===== config.mk =====
export PLATFORM = sky130hd
export DESIGN_NAME = accelerator_x_serializer_flat
export DESIGN_NICKNAME = d
export VERILOG_FILES = /design/src/rtl/accelerator_x_serializer_pkg.sv /design/src/rtl/accelerator_x_serializer_if.sv /design/src/rtl/accelerator_x_lane_mux.sv /design/src/rtl/accelerator_x_serializer.sv /design/src/flat_wrapper.sv
export SDC_FILE = /design/constraint.sdc
export NUM_CORES = 1
export LEC_CHECK = 0
export CORE_UTILIZATION = 25
export DETAILED_ROUTE_END_ITERATION = 7
export PLACE_DENSITY = 0.54
export SLEW_MARGIN = 40
export SYNTH_ARGS = -nofsm -noshare
export SYNTH_HDL_FRONTEND = slang
export SYNTH_SLANG_ARGS = --single-unit

===== constraint.sdc =====
create_clock -name clk_i -period 4.8 [get_ports clk_i]
set_clock_uncertainty 0.2 [all_clocks]
set_input_delay 0.96 -clock clk_i [delete_from_list [all_inputs] [get_ports clk_i]]
set_output_delay 0.96 -clock clk_i [all_outputs]
set_load 0.05 [all_outputs]

===== src/rtl/accelerator_x_serializer_pkg.sv =====
// Shared types and helpers for the X-operand serializer.
// State encodings stay plain 2-bit constants so older tools can consume them.
package accelerator_x_serializer_pkg;

    typedef logic [1:0] x_ser_state_e;

    localparam x_ser_state_e X_SER_IDLE = 2'd0;
    localparam x_ser_state_e X_SER_RUN  = 2'd1;
    localparam x_ser_state_e X_SER_DONE = 2'd2;

    function automatic int unsigned x_items_cycle(
        input int unsigned bw,
        input int unsigned item_size
    );
        return bw / item_size;
    endfunction

    function automatic int unsigned lane_w(input int unsigned n);
        return (n > 1) ? $clog2(n) : 1;
    endfunction

endpackage


===== src/rtl/accelerator_x_serializer_if.sv =====
// Beat stream carrying packed X items from the streamer.
// Master drives data/strb/valid, slave returns ready.
interface accelerator_x_serializer_if #(
    parameter int unsigned DATA_WIDTH = 256
);
    logic                      valid;
    logic                      ready;
    logic [DATA_WIDTH-1:0]     data;
    logic [DATA_WIDTH/8-1:0]   strb;

    modport master (
        output valid, data, strb,
        input  ready
    );

    modport slave (
        input  valid, data, strb,
        output ready
    );
endinterface


===== src/rtl/accelerator_x_lane_mux.sv =====
// Combinational selection of one X item (and its strobes) out of a beat.
// Strobe path exists only with ACC_X_SER_STRB_CHECK_EN defined.
module accelerator_x_lane_mux
    import accelerator_x_serializer_pkg::*;
#(
    parameter int unsigned BW          = 256,
    parameter int unsigned X_ITEM_SIZE = 8,
    localparam int unsigned XIC        = x_items_cycle(BW, X_ITEM_SIZE),
    localparam int unsigned ISB        = X_ITEM_SIZE / 8,
    localparam int unsigned LANE_W     = lane_w(XIC)
) (
    input  logic [BW-1:0]          i_data,
`ifdef ACC_X_SER_STRB_CHECK_EN
    input  logic [BW/8-1:0]        i_strb,
    output logic [ISB-1:0]         o_strb,
`endif
    input  logic [LANE_W-1:0]      i_lane,
    output logic [X_ITEM_SIZE-1:0] o_item
);
    logic [XIC-1:0][X_ITEM_SIZE-1:0] w_lanes;

    assign w_lanes = i_data;
    assign o_item  = w_lanes[i_lane];

`ifdef ACC_X_SER_STRB_CHECK_EN
    logic [XIC-1:0][ISB-1:0] w_strbs;

    assign w_strbs = i_strb;
    assign o_strb  = w_strbs[i_lane];
`endif
endmodule


===== src/rtl/accelerator_x_serializer.sv =====
// Splits BW-wide X beats into single items tagged with column/row-last/stream-last.
// Optional strobe checking and err_o output: ACC_X_SER_STRB_CHECK_EN.
module accelerator_x_serializer
    import accelerator_x_serializer_pkg::*;
#(
    parameter int unsigned BW            = 256,
    parameter int unsigned X_ITEM_SIZE   = 8,
    parameter int unsigned MAX_X_COLUMNS = 1024,
    parameter int unsigned CNT_W         = 32,
    localparam int unsigned COL_W        = $clog2(MAX_X_COLUMNS),
    localparam int unsigned XIC          = x_items_cycle(BW, X_ITEM_SIZE),
    localparam int unsigned ISB          = X_ITEM_SIZE / 8,
    localparam int unsigned LANE_W       = lane_w(XIC)
) (
    input  logic                   clk_i,
    input  logic                   rst_ni,
    input  logic                   clear_i,
    input  logic                   start_i,
    input  logic [COL_W:0]         x_columns_i,
    input  logic [CNT_W-1:0]       total_rows_i,
    accelerator_x_serializer_if.slave x_i,
    output logic                   item_valid_o,
    input  logic                   item_ready_i,
    output logic [X_ITEM_SIZE-1:0] item_data_o,
    output logic [COL_W-1:0]       item_col_o,
    output logic                   item_row_last_o,
    output logic                   item_stream_last_o,
    output logic                   busy_o,
`ifdef ACC_X_SER_STRB_CHECK_EN
    output logic                   err_o,
`endif
    output logic                   done_o
);
    x_ser_state_e           r_state;
    logic [BW-1:0]          r_buf;
    logic                   r_buf_vld;
    logic [LANE_W-1:0]      r_lane;
    logic [COL_W-1:0]       r_col;
    logic [CNT_W-1:0]       r_row;
    logic [CNT_W-1:0]       r_rows;
    logic [COL_W:0]         r_xcols;

    logic                   w_run;
    logic                   w_hs;
    logic                   w_row_last;
    logic                   w_stream_last;
    logic                   w_last_lane;
    logic                   w_release;
    logic                   w_beat;
    logic [X_ITEM_SIZE-1:0] w_item;

    assign w_run         = (r_state == X_SER_RUN);
    assign item_valid_o  = w_run && r_buf_vld;
    assign w_hs          = item_valid_o && item_ready_i;
    assign w_row_last    = ({1'b0, r_col} == r_xcols - 1'b1);
    assign w_stream_last = w_row_last && (r_row == r_rows - 1'b1);
    assign w_last_lane   = (r_lane == LANE_W'(XIC - 1));
    assign w_release     = w_hs && (w_last_lane || w_row_last);

    // Refill in the same cycle the buffer drains, but never past the final item.
    assign x_i.ready = w_run && !clear_i &&
                       (!r_buf_vld || (w_release && !w_stream_last));
    assign w_beat    = x_i.valid && x_i.ready;

    assign item_data_o        = item_valid_o ? w_item : '0;
    assign item_col_o         = item_valid_o ? r_col : '0;
    assign item_row_last_o    = item_valid_o && w_row_last;
    assign item_stream_last_o = item_valid_o && w_stream_last;
    assign busy_o             = w_run;
    assign done_o             = (r_state == X_SER_DONE);

    accelerator_x_lane_mux #(
        .BW          (BW),
        .X_ITEM_SIZE (X_ITEM_SIZE)
    ) u_lane_mux (
        .i_data (r_buf),
`ifdef ACC_X_SER_STRB_CHECK_EN
        .i_strb (r_strb),
        .o_strb (w_item_strb),
`endif
        .i_lane (r_lane),
        .o_item (w_item)
    );

    always_ff @(posedge clk_i or negedge rst_ni) begin
        if (!rst_ni) begin
            r_state   <= X_SER_IDLE;
            r_buf     <= '0;
            r_buf_vld <= 1'b0;
            r_lane    <= '0;
            r_col     <= '0;
            r_row     <= '0;
            r_rows    <= '0;
            r_xcols   <= '0;
        end else if (clear_i) begin
            r_state   <= X_SER_IDLE;
            r_buf     <= '0;
            r_buf_vld <= 1'b0;
            r_lane    <= '0;
            r_col     <= '0;
            r_row     <= '0;
            r_rows    <= '0;
            r_xcols   <= '0;
        end else begin
            unique case (1'b1)
                (r_state == X_SER_IDLE): begin
                    if (start_i) begin
                        r_xcols <= x_columns_i;
                        r_rows  <= total_rows_i;
                        r_col   <= '0;
                        r_row   <= '0;
                        r_state <= (total_rows_i != '0) ? X_SER_RUN
                                                        : X_SER_DONE;
                    end
                end
                (r_state == X_SER_RUN): begin
                    if (w_beat) begin
                        r_buf     <= x_i.data;
                        r_buf_vld <= 1'b1;
                        r_lane    <= '0;
                    end else if (w_release) begin
                        r_buf_vld <= 1'b0;
                    end else if (w_hs) begin
                        r_lane <= r_lane + 1'b1;
                    end
                    if (w_hs) begin
                        if (w_row_last) begin
                            r_col <= '0;
                            r_row <= r_row + 1'b1;
                        end else begin
                            r_col <= r_col + 1'b1;
                        end
                        if (w_stream_last) begin
                            r_state <= X_SER_DONE;
                        end
                    end
                end
                default: r_state <= X_SER_IDLE;
            endcase
        end
    end

`ifdef ACC_X_SER_STRB_CHECK_EN
    logic [BW/8-1:0] r_strb;
    logic [ISB-1:0]  w_item_strb;
    logic [BW/8-1:0] w_tail_strb;
    logic            r_err;

    // Strobes above the last lane this beat actually delivered.
    assign w_tail_strb = r_strb >> (ISB * (32'(r_lane) + 32'd1));
    assign err_o       = r_err;

    always_ff @(posedge clk_i or negedge rst_ni) begin
        if (!rst_ni) begin
            r_strb <= '0;
            r_err  <= 1'b0;
        end else if (clear_i) begin
            r_strb <= '0;
            r_err  <= 1'b0;
        end else begin
            if (w_beat) begin
                r_strb <= x_i.strb;
            end
            if (w_hs && ((w_item_strb != '1) ||
                         (w_release && (w_tail_strb != '0)))) begin
                r_err <= 1'b1;
            end
        end
    end
`endif
endmodule


===== src/flat_wrapper.sv =====
// flat-port wrapper written by rule: the top's interface ports become plain ports
module accelerator_x_serializer_flat import accelerator_x_serializer_pkg::*;
#(
    parameter int unsigned BW            = 256,
    parameter int unsigned X_ITEM_SIZE   = 8,
    parameter int unsigned MAX_X_COLUMNS = 1024,
    parameter int unsigned CNT_W         = 32,
    localparam int unsigned COL_W        = $clog2(MAX_X_COLUMNS),
    localparam int unsigned XIC          = x_items_cycle(BW, X_ITEM_SIZE),
    localparam int unsigned ISB          = X_ITEM_SIZE / 8,
    localparam int unsigned LANE_W       = lane_w(XIC)
)
  (clk_i, rst_ni, clear_i, start_i, x_columns_i, total_rows_i, item_valid_o, item_ready_i, item_data_o, item_col_o, item_row_last_o, item_stream_last_o, busy_o, done_o, x_i_valid, x_i_data, x_i_strb, x_i_ready);
  accelerator_x_serializer_if #(.DATA_WIDTH(BW)) x_i_i ();
  input  logic clk_i;
  input  logic rst_ni;
  input  logic clear_i;
  input  logic start_i;
  input  logic [COL_W:0] x_columns_i;
  input  logic [CNT_W-1:0] total_rows_i;
  output logic item_valid_o;
  input  logic item_ready_i;
  output logic [X_ITEM_SIZE-1:0] item_data_o;
  output logic [COL_W-1:0] item_col_o;
  output logic item_row_last_o;
  output logic item_stream_last_o;
  output logic busy_o;
  output logic done_o;
  input wire logic [$bits(x_i_i.valid)-1:0] x_i_valid;
  input wire logic [$bits(x_i_i.data)-1:0] x_i_data;
  input wire logic [$bits(x_i_i.strb)-1:0] x_i_strb;
  output wire logic [$bits(x_i_i.ready)-1:0] x_i_ready;
  assign x_i_i.valid = x_i_valid;
  assign x_i_i.data = x_i_data;
  assign x_i_i.strb = x_i_strb;
  assign x_i_ready = x_i_i.ready;
  accelerator_x_serializer #(.BW(BW), .X_ITEM_SIZE(X_ITEM_SIZE), .MAX_X_COLUMNS(MAX_X_COLUMNS), .CNT_W(CNT_W)) u_core (.clk_i(clk_i), .rst_ni(rst_ni), .clear_i(clear_i), .start_i(start_i), .x_columns_i(x_columns_i), .total_rows_i(total_rows_i), .x_i(x_i_i), .item_valid_o(item_valid_o), .item_ready_i(item_ready_i), .item_data_o(item_data_o), .item_col_o(item_col_o), .item_row_last_o(item_row_last_o), .item_stream_last_o(item_stream_last_o), .busy_o(busy_o), .done_o(done_o));
endmodule

# == Word level (Yosys, flattened, before mapping) ==
# Index checks and enable logic that the tools add are counted.
# word_totals
ff_bits,349
input_bits,337
out_inout_bits,24
# op_classes
n_addsub,5
order_cmp,1
n_eq_ne,10
n_mux,38
n_reduce_logical,31
# op_table
op,n
256-bit 2-to-1 mux,3
32-bit 2-to-1 mux,7
32-bit one-hot mux with 2 select lines,1
10-bit 2-to-1 mux,5
8-bit binary-select mux with 5-bit select,1
11-bit 2-to-1 mux,3
32-bit by 1-bit adder with 32-bit output (second input constant),1
32-bit equality test,1
32-bit nonzero test,1
32-bit by 1-bit subtractor with 32-bit output (second input constant),1
5-bit 2-to-1 mux,5
10-bit one-hot mux with 2 select lines,1
8-bit 2-to-1 mux,2
3-bit inequality test (second input constant),5
10-bit by 11-bit equality test with 1-bit output,1
11-bit by 1-bit subtractor with 11-bit output (second input constant),1
10-bit by 1-bit adder with 10-bit output (second input constant),1
1-bit logical AND,10
2-bit 2-to-1 mux,5
3-bit AND reduction,3
3-bit nonzero test,3
2-bit nonzero test,4
5-bit by 6-bit less-than comparator with 1-bit output (second input constant),1
2-bit AND reduction,3
10 further kinds,16

# == Logic depth before layout (Yosys ltp) ==
# Gate-level depths: netlist of run 1.
# logic_depth
word_depth,11
ltp_mapped,15
ltp_nobuf,11

# == By module ==
# From an unflattened synthesis of run 1, not the netlist that was laid out.
# hier_totals
hier_cells,1574
area_unflattened_um2,19726.4
# by_module_without_submodules
mod,instances,cells_per_inst,area_per_inst_um2,seq_area_each_um2
accelerator_x_serializer,1,1467,17732.0,8733.4
accelerator_x_lane_mux,1,107,1994.4,0.0

# == Worst setup path before layout of run 1 ==
# Ideal clock, no wire load.
# synth_path
path_type,flip-flop to output port
from,register u_core.r_xcols[0]
to,output port item_stream_last_o
t_arrival_ns,3.375
required_time_ns,3.640
setup_slack_ns,0.265
stages_incl_launch_ff,12
n_path_buf,1
cell_sequence,dfrtp_1 > inv_1 > ha_1 > or4b_4 > or4_4 > or2_0 > o211ai_2 > and4b_1 > buf_2 > nand4_1 > or4_1 > nor2_1
# synth_via
elab_chain_cells,4
# synth_lines
item,line,source
start: declaration,accelerator_x_serializer.sv:41,logic [COL_W:0] r_xcols;
start signal: assignment,accelerator_x_serializer.sv:108,r_xcols <= x_columns_i;
11-bit by 1-bit subtractor with 11-bit output,accelerator_x_serializer.sv:55,"assign w_row_last = ({1'b0, r_col} == r_xcols - 1'b1);"
10-bit by 11-bit equality test with 1-bit output,accelerator_x_serializer.sv:55,
1-bit logical AND,accelerator_x_serializer.sv:56,assign w_stream_last = w_row_last && (r_row == r_rows - 1'b1);
1-bit logical AND,accelerator_x_serializer.sv:68,assign item_stream_last_o = item_valid_o && w_stream_last;
end: declaration,flat_wrapper.sv:26,output logic item_stream_last_o;
# Every way passes these cells.

# == Worst setup path after layout of run 1 ==
# layout_path
from,register u_core.r_rows[12]
to,output port item_stream_last_o
# layout_via
elab_chain_cells,4
# layout_lines
item,line,source
start: declaration,accelerator_x_serializer.sv:40,logic [CNT_W-1:0] r_rows;
start signal: assignment,accelerator_x_serializer.sv:109,r_rows <= total_rows_i;
32-bit by 1-bit subtractor with 32-bit output,accelerator_x_serializer.sv:56,
32-bit equality test,accelerator_x_serializer.sv:56,
1-bit logical AND,accelerator_x_serializer.sv:56,
1-bit logical AND,accelerator_x_serializer.sv:68,
# Every way passes these cells.

==> impl_metrics.yaml, run 1 <==
run_status:
  status: "complete, but fails checks"
  violations: "setup timing"
synthesis:
  netlist_area_um2: 19600
  synthDistinctLibCells: 71
  synth-edff-count: 0
  yosys_warnings: 0
  synthArstFlopShare: 1.00
  syn_nets: 1967
  ys.flop_type: "dfrtp_1"
  synth-seq-cells: 349
  syn_inst: 1624
  syn_area_per_cell_um2: 12.1
  yosysSeqAreaShare: 0.445
hold_path:
  hold_class: "in -> async"
critical_path:
  crit_fanout: 6
  cp-end-kind: "primary output"
  cp_data_arrival_time_ns: 3.68
  slowest_delay_ns: 0.58
  crit_type: "reg -> out"
  cp_slowest_cell: "or4_4"
  path_buf_inv: 1
  crit_path_start_kind: "flop"
  crit_top_cell: "or4_4"
  rr_worst_depth: 14
  crit_required_ns: 3.64
  crit_cells: 9
  crit_family: "simple AND/OR/NAND/NOR gates"
  crit_chain: "nor4_4 -> nand3b_2 -> or4_4 -> or3b_1 -> nand3_1 -> a31oi_1 -> or4_4 -> nor2_4 -> buf_12"
placed_design:
  gp_congestion: 0.867
  place_inst: 2931
  place_ws_ns: 0.240
  hpwl_um: 44400
  numPortBuffers: 328
timing:
  slew_viol_final: 0
  fin_ws_ns: -0.0420
  slew_headroom: 0.498
  timing.final.crit_share: 1.01
  setup_viol: 1
  worstMarginPinSlew_ns: 0.753
  setup_tns_ns: -0.0420
  fmax_mhz: 207
  rsz0062_at_grt: "yes"
  fin_crit_ns: 4.84
  hold_ws_ns: 0.156
  hold_viol: 0
clock_tree:
  clock_latency_ns: 0.58
  cts_tree: "done"
  cts.reportedPaths.clkPinSlew_ns: 0.06
  cts_max_path_buffers: 3
  clock_sink_count: 349
  htree_levels: 2
  cts-buffers-inserted: 44
  cts_root_buf: "clkbuf_16"
  holdBufCountCts: 0
grt:
  track_usage: 0.155
  grtUsageMet2: 0.262
  grt_use_met3: 0.0400
  grt_max_degree: 98
  grt_first_pass_wirelength_um: 93400
  grt.busiest_layer: "met2"
  antenna_found_initial: 16
  grt.met1_usage: 0.194
  grt_pass1_vias: 14948
  grt_overflow: 0
routing:
  drc: 0
  routed_wl_um: 61300
  via_count: 13811
  firstDrtPassIters: 5
  routedWlPerCell_um: 20.3
  drt_iter0_drc: 633
  viasPerCell: 4.58
  antenna_left: 0
cells_and_area:
  syn2layout_area_growth_pct: 31.4
  stdcell_count: 3017
  layout.nets: 2287
  drive_above_1_share: 0.225
power:
  ir_drop_v: 0.000225
  p_per_area_nw_per_um2: 306
  power.leakage_uw: 0.0112
  total_power_uw: 7890
floorplanning:
  num_rows: 102
  die_area_um2: 79600
  coreArea_um2: 77600
  io_pins: 361
  die_h_um: 282
  die_x_um: 282
  initial_utilization: 0.253
flow_run:
  max_cap_violations: 0
[worst register-to-register path, delay by kind of cell (launching register included)]
kind,cells,cell delay (ns)
adders and majority gates,1,0.12
and+or+nand+nor,6,1.89
muxes,1,0.39
buffers and inverters,4,0.86
AOI/OAI and AO/OA,2,0.44
DFF,1,0.40
[what timing repair did]
item | CTS | global route
setup endpoints to repair | 2 | 2
setup buffers | 3 | 4
pin swaps | 5 | 6
gates resized for setup | 16 | 11
endpoints found under the hold margin | 0 | 0
[state kept, by name (all words and copies together), names as in the netlist]
signal	count
u_core.r_buf	256
u_core.r_buf_vld	1
u_core.r_col	10
u_core.r_lane	5
u_core.r_row	32
u_core.r_rows	32
u_core.r_state	2
u_core.r_xcols	11
[cells by family (layout without fill, tap and decap cells)]
group                      count (synthesis)  after routing  share of synthesized area
adders and majority gates                  7              7                    0.00434
other                                      0              2                          0
AOI/OAI and AO/OA                        108            108                     0.0364
buffers and inverters                    131            482                     0.0397
and+or+nand+nor                          596            596                      0.174
xor gates and xnor gates                  86             86                     0.0384
DFF                                      349            349                      0.445
muxes                                    347            347                      0.262
[per-layer routing]
metal / routed length (µm) / vias up
met4: 1400 / 14
met2: 29800 / 316
met5: 88 / -
li1: - / 6389
met3: 3660 / 84
met1: 26300 / 7008
[layout make-up]
class                   instances  area (µm²)
diodes                          2        5.00
well taps                    1040        1300
repair buffers                390        3890
flip-flops and latches        349        8750
inverters                      15        56.3
clock inverters                17         269
multi-input cells            1144       10200
fillers                      7804       51800
clock buffers                  60        1260
[final timing paths]
check                                   from                 end  slack [ns]
max in group asynchronous             rst_ni   u_core.r_buf[131]        3.13
setup reg to reg           u_core.r_xcols[1]   u_core.r_buf[215]        0.37
setup / recovery           u_core.r_rows[12]  item_stream_last_o       -0.04
min in group clk_i           u_core.r_row[1]     u_core.r_row[1]        0.36
hold reg to reg              u_core.r_row[1]     u_core.r_row[1]        0.36
hold / removal                        rst_ni   u_core.r_xcols[2]        0.16
[synth_stat cells, drive strengths merged (4+ instances only)]
master / instances / area (µm²)
and2: 8 / 50.1
nor4: 33 / 228
nand3: 19 / 95.1
or3: 10 / 62.6
nand4b: 4 / 50.1
a22o: 16 / 140
nand2: 90 / 338
nor2: 76 / 288
nand4: 19 / 119
mux4: 80 / 1800
buf: 40 / 438
o21ai: 26 / 130
dfrtp: 349 / 8730
or2: 4 / 25.0
nand2b: 7 / 43.8
nor2b: 259 / 1620
nor3b: 7 / 77.6
xor2: 34 / 298
ha: 6 / 75.1
or4: 5 / 45.0
and3: 16 / 100
nor4b: 4 / 35.0
clkbuf: 76 / 285
inv: 15 / 56.3
mux2: 256 / 3220
a31oi: 4 / 25.0
xnor2: 52 / 455
nor3: 22 / 110
a21oi: 34 / 170
mux2i: 11 / 110
[metrics by stage]
| stage | util | area (µm²) |
|---|---|---|
| 3_5_place_dp | 0.310 | 24100 |
| 3_3_place_gp | 0.310 | 24000 |
| 5_1_grt | 0.332 | 25800 |
| 2_1_floorplan | - | 19600 |
| 4_1_cts | 0.331 | 25700 |
| 6_report | 0.332 | 25800 |
[report_power, final]
part / switching (µW) / leakage, µW / total [µW] / internal (µW)
clock network: 1410 / 0.000744 / 3540 / 2120
logic: 518 / 0.00571 / 1160 / 643
registers: 106 / 0.00478 / 3190 / 3080
total: 2040 / 0.0112 / 7890 / 5850
[placed cells by master, fill, tap and decap left out, types with 45 or more instances in the layout]
cell type	instances
mux4_2	80
dfrtp_1	345
xnor2_1	52
buf_4	59
nor2b_1	259
mux2_4	90
clkdlybuf4s50_1	315
nand2_1	89
mux2_2	82
clkbuf_16	45
mux2_1	84
nor2_1	73
No activity file was read; power rests on OpenSTA's default activity.
==> run 2, diff against run 1 <==
Settings changed: MAX_ROUTING_LAYER set to met4.
==> run 2 against run 1 <==
Net effect: the run still ends with setup timing left; sequential cell count is the same; clock-buffer cell count grew 1; cell count grew 0.53%; routed wire length shrank 0.69%; critical path type unchanged; largest cell class unchanged.
==> impl_metrics.yaml, run 2 (same netlist as run 1, synthesis figures left out) <==
timing:
  setup_viol: 1
  fin_ws_ns: -0.0507
  fin_crit_ns: 4.85
  hold_viol: 0
  slew_viol_final: 0
  fmax_mhz: 206
  rsz0062_at_grt: "yes"
  timing.final.crit_share: 1.01
  hold_ws_ns: 0.112
  worstMarginPinSlew_ns: 0.704
  slew_headroom: 0.531
power:
  swShare: 0.253
  power.leakage_uw: 0.0113
  cellInternalPower_uw: 6030
  power_frac_seq: 0.395
  total_power_uw: 8070
  p_comb_frac: 0.143
  power.switching_uw: 2040
  p_per_area_nw_per_um2: 311
  clkPwrFrac: 0.462
  ir_drop_v: 0.000218
clock_tree:
  holdBufCountCts: 0
  htree_levels: 2
  cts_root_buf: "clkbuf_16"
  cts_tree: "done"
  clock_latency_ns: 0.59
  cts.reportedPaths.clkPinSlew_ns: 0.06
  clock_sink_count: 349
  cts_max_path_buffers: 3
  cts-buffers-inserted: 45
routing:
  routed_wl_um: 60900
  drt_iter0_drc: 760
  via_count: 13766
  antenna_left: 0
  drc: 0
  firstDrtPassIters: 5
  viasPerCell: 4.54
  routedWlPerCell_um: 20.1
floorplanning:
  num_rows: 102
  die_x_um: 282
  io_pins: 361
  initial_utilization: 0.253
  coreArea_um2: 77600
  die_h_um: 282
  die_area_um2: 79600
cells_and_area:
  stdcell_count: 3033
  layout_commonest_cell: "dfrtp_1"
  multi_input_area_um2: 10300
  syn2layout_area_growth_pct: 32.4
  final_cell_mix: "dfrtp_1, clkdlybuf4s50_1, nor2b_1, mux2_4, nand2_1"
  layout.nets: 2292
  top_register: "u_core.r_buf"
  largest_reg_flops: 256
  nFillCells: 7780
  drive_above_1_share: 0.230
  final-seq-area_um2: 8750
  top_regs: "u_core.r_buf: 256 flops, u_core.r_row: 32 flops, u_core.r_rows: 32 flops"
critical_path:
  crit_path_start_kind: "flop"
  cp_data_arrival_time_ns: 3.69
  crit_required_ns: 3.64
  cp-end-kind: "primary output"
  crit_top_cell: "or4_4"
  crit_chain: "inv_2 -> ha_4 -> or4b_4 -> or4_4 -> or2_1 -> o211ai_2 -> and4b_2 -> nand4_1 -> or4_4 -> nor2_4 -> buf_12"
  crit_type: "reg -> out"
  slowest_delay_ns: 0.48
  crit_fanout: 3
  cp_slowest_cell: "or4b_4"
grt:
  grt_pass1_vias: 14832
  grt_overflow: 0
  grt_first_pass_wirelength_um: 92400
  track_usage: 0.159
  grt_max_degree: 116
  antenna_found_initial: 11
placed_design:
  hpwl_um: 43700
  place_inst: 2932
  numPortBuffers: 328
  place_ws_ns: 0.255
  gp_congestion: 0.880
hold_path:
  hold_class: "in -> async"
run_status:
  status: "complete, but fails checks"
  violations: "setup timing"
flow_run:
  max_cap_violations: 0
run 2: cell types whose count changed in the layout (fill, tap and decap cells not counted), sizes merged:
cell and change:
buf +4, inv +1, diode +8, bufinv +2, clkbuf +1
run 2: critical path, delay by kind of cell, from the launching register on:
kind	cells	cell delay, ns
AO/OA/AOI/OAI	1	0.15
adder cells (fa/ha/maj)	1	0.14
buffers and inverters	2	0.25
flip-flops	1	0.39
AND/OR/NAND/NOR	7	2.20
run 2: power by group through the flow:
| stage | clock network [µW] | logic [µW] | registers, µW |
|---|---|---|---|
| 6_report | 3730 | 1160 | 3190 |
| 3_3_place_gp | 0 | 1130 | 3230 |
| 4_1_cts | 3860 | 1170 | 3190 |
| 2_1_floorplan | 0 | 642 | 3190 |
| 5_1_grt | 3960 | 1260 | 3210 |
| 3_5_place_dp | 0 | 1150 | 3230 |
run 2: repair_timing:
item | in CTS | in global routing
gates resized for setup | 17 | 14
pin swaps | 6 | 5
buffers inserted | 8 | 2
setup endpoints to repair | 2 | 2
run 2: per-layer routing:
layer	up-vias	wire (µm)	track usage
li1	6406	-	-
met4	0	1030	0.0336
met2	327	29900	0.261
met1	6970	25700	0.193
met3	63	4210	0.0438
met5	-	0	-
run 2: metrics by stage:
step           TNS, ns   util  cell area, µm²
2_1_floorplan        0      -           19600
3_3_place_gp         0  0.310           24100
3_5_place_dp         0  0.311           24100
4_1_cts         -0.187  0.333           25900
5_1_grt         -0.216  0.335           26000
6_report       -0.0507  0.335           26000
run 2: area by class of cell:
class                           count  area share
Inverter                           15     0.00217
Clock buffer                       61      0.0503
Tap cell                         1040      0.0501
Clock inverter                     20      0.0129
Sequential cell                   349       0.337
Antenna cell                       10    0.000963
Multi-Input combinational cell   1144       0.395
Timing Repair Buffer              394       0.152
run 2: final timing paths:
check                                   from                  to  slack [ns]  cells after the start
hold / removal                        rst_ni   u_core.r_xcols[4]        0.11                      1
setup reg to reg           u_core.r_xcols[0]    u_core.r_buf[56]        0.40                     17
setup / recovery           u_core.r_xcols[0]  item_stream_last_o       -0.05                     11
hold reg to reg            u_core.r_rows[31]   u_core.r_rows[31]        0.35                      1
min in group clk_i         u_core.r_rows[31]   u_core.r_rows[31]        0.35                      1
max in group asynchronous             rst_ni    u_core.r_lane[2]        3.15                      2
==> run 3, diff against run 2 <==
Settings changed: CORE_MARGIN set to 2, CTS_CLUSTER_DIAMETER set to 200, RECOVER_POWER set to 25.
==> run 3 against run 2 <==
Net effect: the run ends with capacitance limit, slew limit, setup timing left; sequential share of layout area up 0.25 points; first-iteration DRC count up 0.26%; power down 4.8%; cell area down 0.76%; via count up 0.59%; setup slack worse by 0.11 ns; non-clock buffer count up 4; highest routed layer unchanged; register-to-register slack better by 0.05 ns; cell count up 0.30%; worst hold slack better by 0.24 ns; fmax down 2.3%.
==> impl_metrics.yaml, run 3 (same netlist as run 1, synthesis figures left out) <==
run_status:
  status: "complete, but fails checks"
  violations: "capacitance limit, slew limit, setup timing"
flow_run:
  max_cap_violations: 1
routing:
  routed_wl_um: 61800
  routedWlPerCell_um: 20.3
  drt_iter0_drc: 762
  via_count: 13847
  firstDrtPassIters: 5
  antenna_left: 0
  viasPerCell: 4.55
  drc: 0
floorplanning:
  num_rows: 102
  io_pins: 361
  die_area_um2: 80700
  initial_utilization: 0.253
  coreArea_um2: 77600
  die_x_um: 284
  die_h_um: 284
placed_design:
  gp_congestion: 0.884
  place_inst: 2932
  postPlaceCellArea_um2: 24100
  numPortBuffers: 328
  place_ws_ns: 0.190
  hpwl_um: 44500
critical_path:
  slowest_delay_ns: 0.52
  crit_top_cell: "or4_4"
  crit_fanout: 3
  r2r_start: "u_core.r_xcols[0]"
  crit_chain: "inv_2 -> ha_4 -> or4b_4 -> or4_4 -> or2_1 -> o211ai_2 -> and4b_2 -> nand4_1 -> or4_4 -> nor2_4 -> buf_12"
  cp_slowest_cell: "or4_4"
  cp_data_arrival_time_ns: 3.81
  cp-end-kind: "primary output"
  rr_worst_depth: 16
  crit_end: "item_stream_last_o"
  crit_path_start_kind: "flop"
  regToRegSetupSlack_ns: 0.45
  crit_type: "reg -> out"
  worstReg2RegEnd: "u_core.r_buf[216]"
  startpoint: "u_core.r_xcols[0]"
  crit_required_ns: 3.64
grt:
  grt.met1_usage: 0.193
  grt_first_pass_wirelength_um: 94100
  grt_use_met3: 0.0418
  grt_overflow: 0
  track_usage: 0.156
  grt.busiest_layer: "met2"
  grt_max_degree: 93
  grt_pass1_vias: 14972
  grtUsageMet2: 0.250
  antenna_found_initial: 16
clock_tree:
  cts_root_buf: "clkbuf_16"
  cts-buffers-inserted: 46
  clock_sink_count: 349
  cts_tree: "done"
  cts.reportedPaths.clkPinSlew_ns: 0.05
  clock_latency_ns: 0.58
  cts_max_path_buffers: 3
  htree_levels: 2
cells_and_area:
  syn2layout_area_growth_pct: 31.4
  final_cell_mix: "dfrtp_1, clkdlybuf4s50_1, nor2b_1, mux2_4, nand2_1"
  largest_reg_flops: 256
  top_register: "u_core.r_buf"
  layout_commonest_cell: "dfrtp_1"
  stdcell_area_um2: 25800
  stdcell_count: 3042
  nFillCells: 7851
  top_regs: "u_core.r_buf: 256 flops, u_core.r_row: 32 flops, u_core.r_rows: 32 flops"
  layout.nets: 2297
  utilization: 0.332
  drive_above_1_share: 0.223
timing:
  fin_ws_ns: -0.165
  worstMarginPinSlew_ns: 1.76
  fin_crit_ns: 4.97
  fmax_mhz: 201
  timing.final.crit_share: 1.03
  hold_viol: 0
  setup_viol: 2
  rsz0062_at_grt: "yes"
  slew_headroom: -0.176
  slew_viol_final: 60
hold_path:
  hold_class: "reg -> reg"
power:
  p_per_area_nw_per_um2: 298
  power.leakage_uw: 0.0113
  ir_drop_v: 0.000206
run 3: changes by cell type in the layout (fill, tap and decap cells not counted), moves of 4 or more:
| cell | previous run | this run |
|---|---|---|
| diode_2 | 10 | 14 |
| clkbuf_8 | 12 | 5 |
| bufinv_16 | 7 | 1 |
| clkbuf_1 | 4 | 16 |
run 3: how the worst min path moves through the flow:
stage / slack (ns) / to / depth (start not counted) / startpoint
after CTS: 0.19 / u_core.r_buf[12] / 1 / rst_ni
final: 0.36 / u_core.r_row[1] / 2 / u_core.r_row[1]
after detailed placement: 0.35 / u_core.r_row[1] / 2 / u_core.r_row[1]
after floorplan: 0.29 / u_core.r_rows[31] / 1 / u_core.r_rows[31]
after global placement: 0.34 / u_core.r_rows[31] / 1 / u_core.r_rows[31]
after global routing: 0.38 / u_core.r_rows[31] / 1 / u_core.r_rows[31]
run 3: stage by stage:
stage | total power [µW] | hold WS (ns) | setup TNS (ns)
floorplan | 3830 | 0.285 | 0
global placement | 4360 | 0.339 | 0
detailed placement | 4390 | 0.350 | 0
CTS | 7830 | 0.188 | -0.430
global route | 8060 | 0.381 | -3.73
finish | 7680 | 0.356 | -0.179
run 3: layout make-up:
type	count	area (µm²)	area share
Tap cell	1040	1300	0.0505
Inverter	15	56.3	0.00218
Multi-Input combinational cell	1144	10200	0.397
Clock buffer	65	1270	0.0494
Timing Repair Buffer	398	3960	0.154
Antenna cell	14	35.0	0.00136
Sequential cell	349	8740	0.339
Clock inverter	17	186	0.00723
run 3: what timing repair did:
item	4_1_cts	5_1_grt
endpoints found under the setup margin	2	3
gates resized for setup	10	15
pin swaps	8	11
buffers inserted	6	6
hold endpoints to repair	0	11
hold buffers	0	1
run 3: report_power, final:
part	internal (µW)	switching (µW)	total [µW]
Clock	1920	1420	3340
Combinational	646	511	1160
Sequential	3080	107	3190
run 3: routing by layer:
layer	vias to the layer above	share of wire
met5	-	0
met4	0	0.025
met3	90	0.065
met2	334	0.48
met1	7009	0.43
li1	6414	-
run 3: worst max-delay path, delay by kind of cell (launching register included):
| family | cells | cell delay, ns |
|---|---|---|
| buf+inv | 2 | 0.26 |
| flops | 1 | 0.39 |
| simple gates | 7 | 2.28 |
| fa+ha+maj | 1 | 0.14 |
| compound gates | 1 | 0.16 |
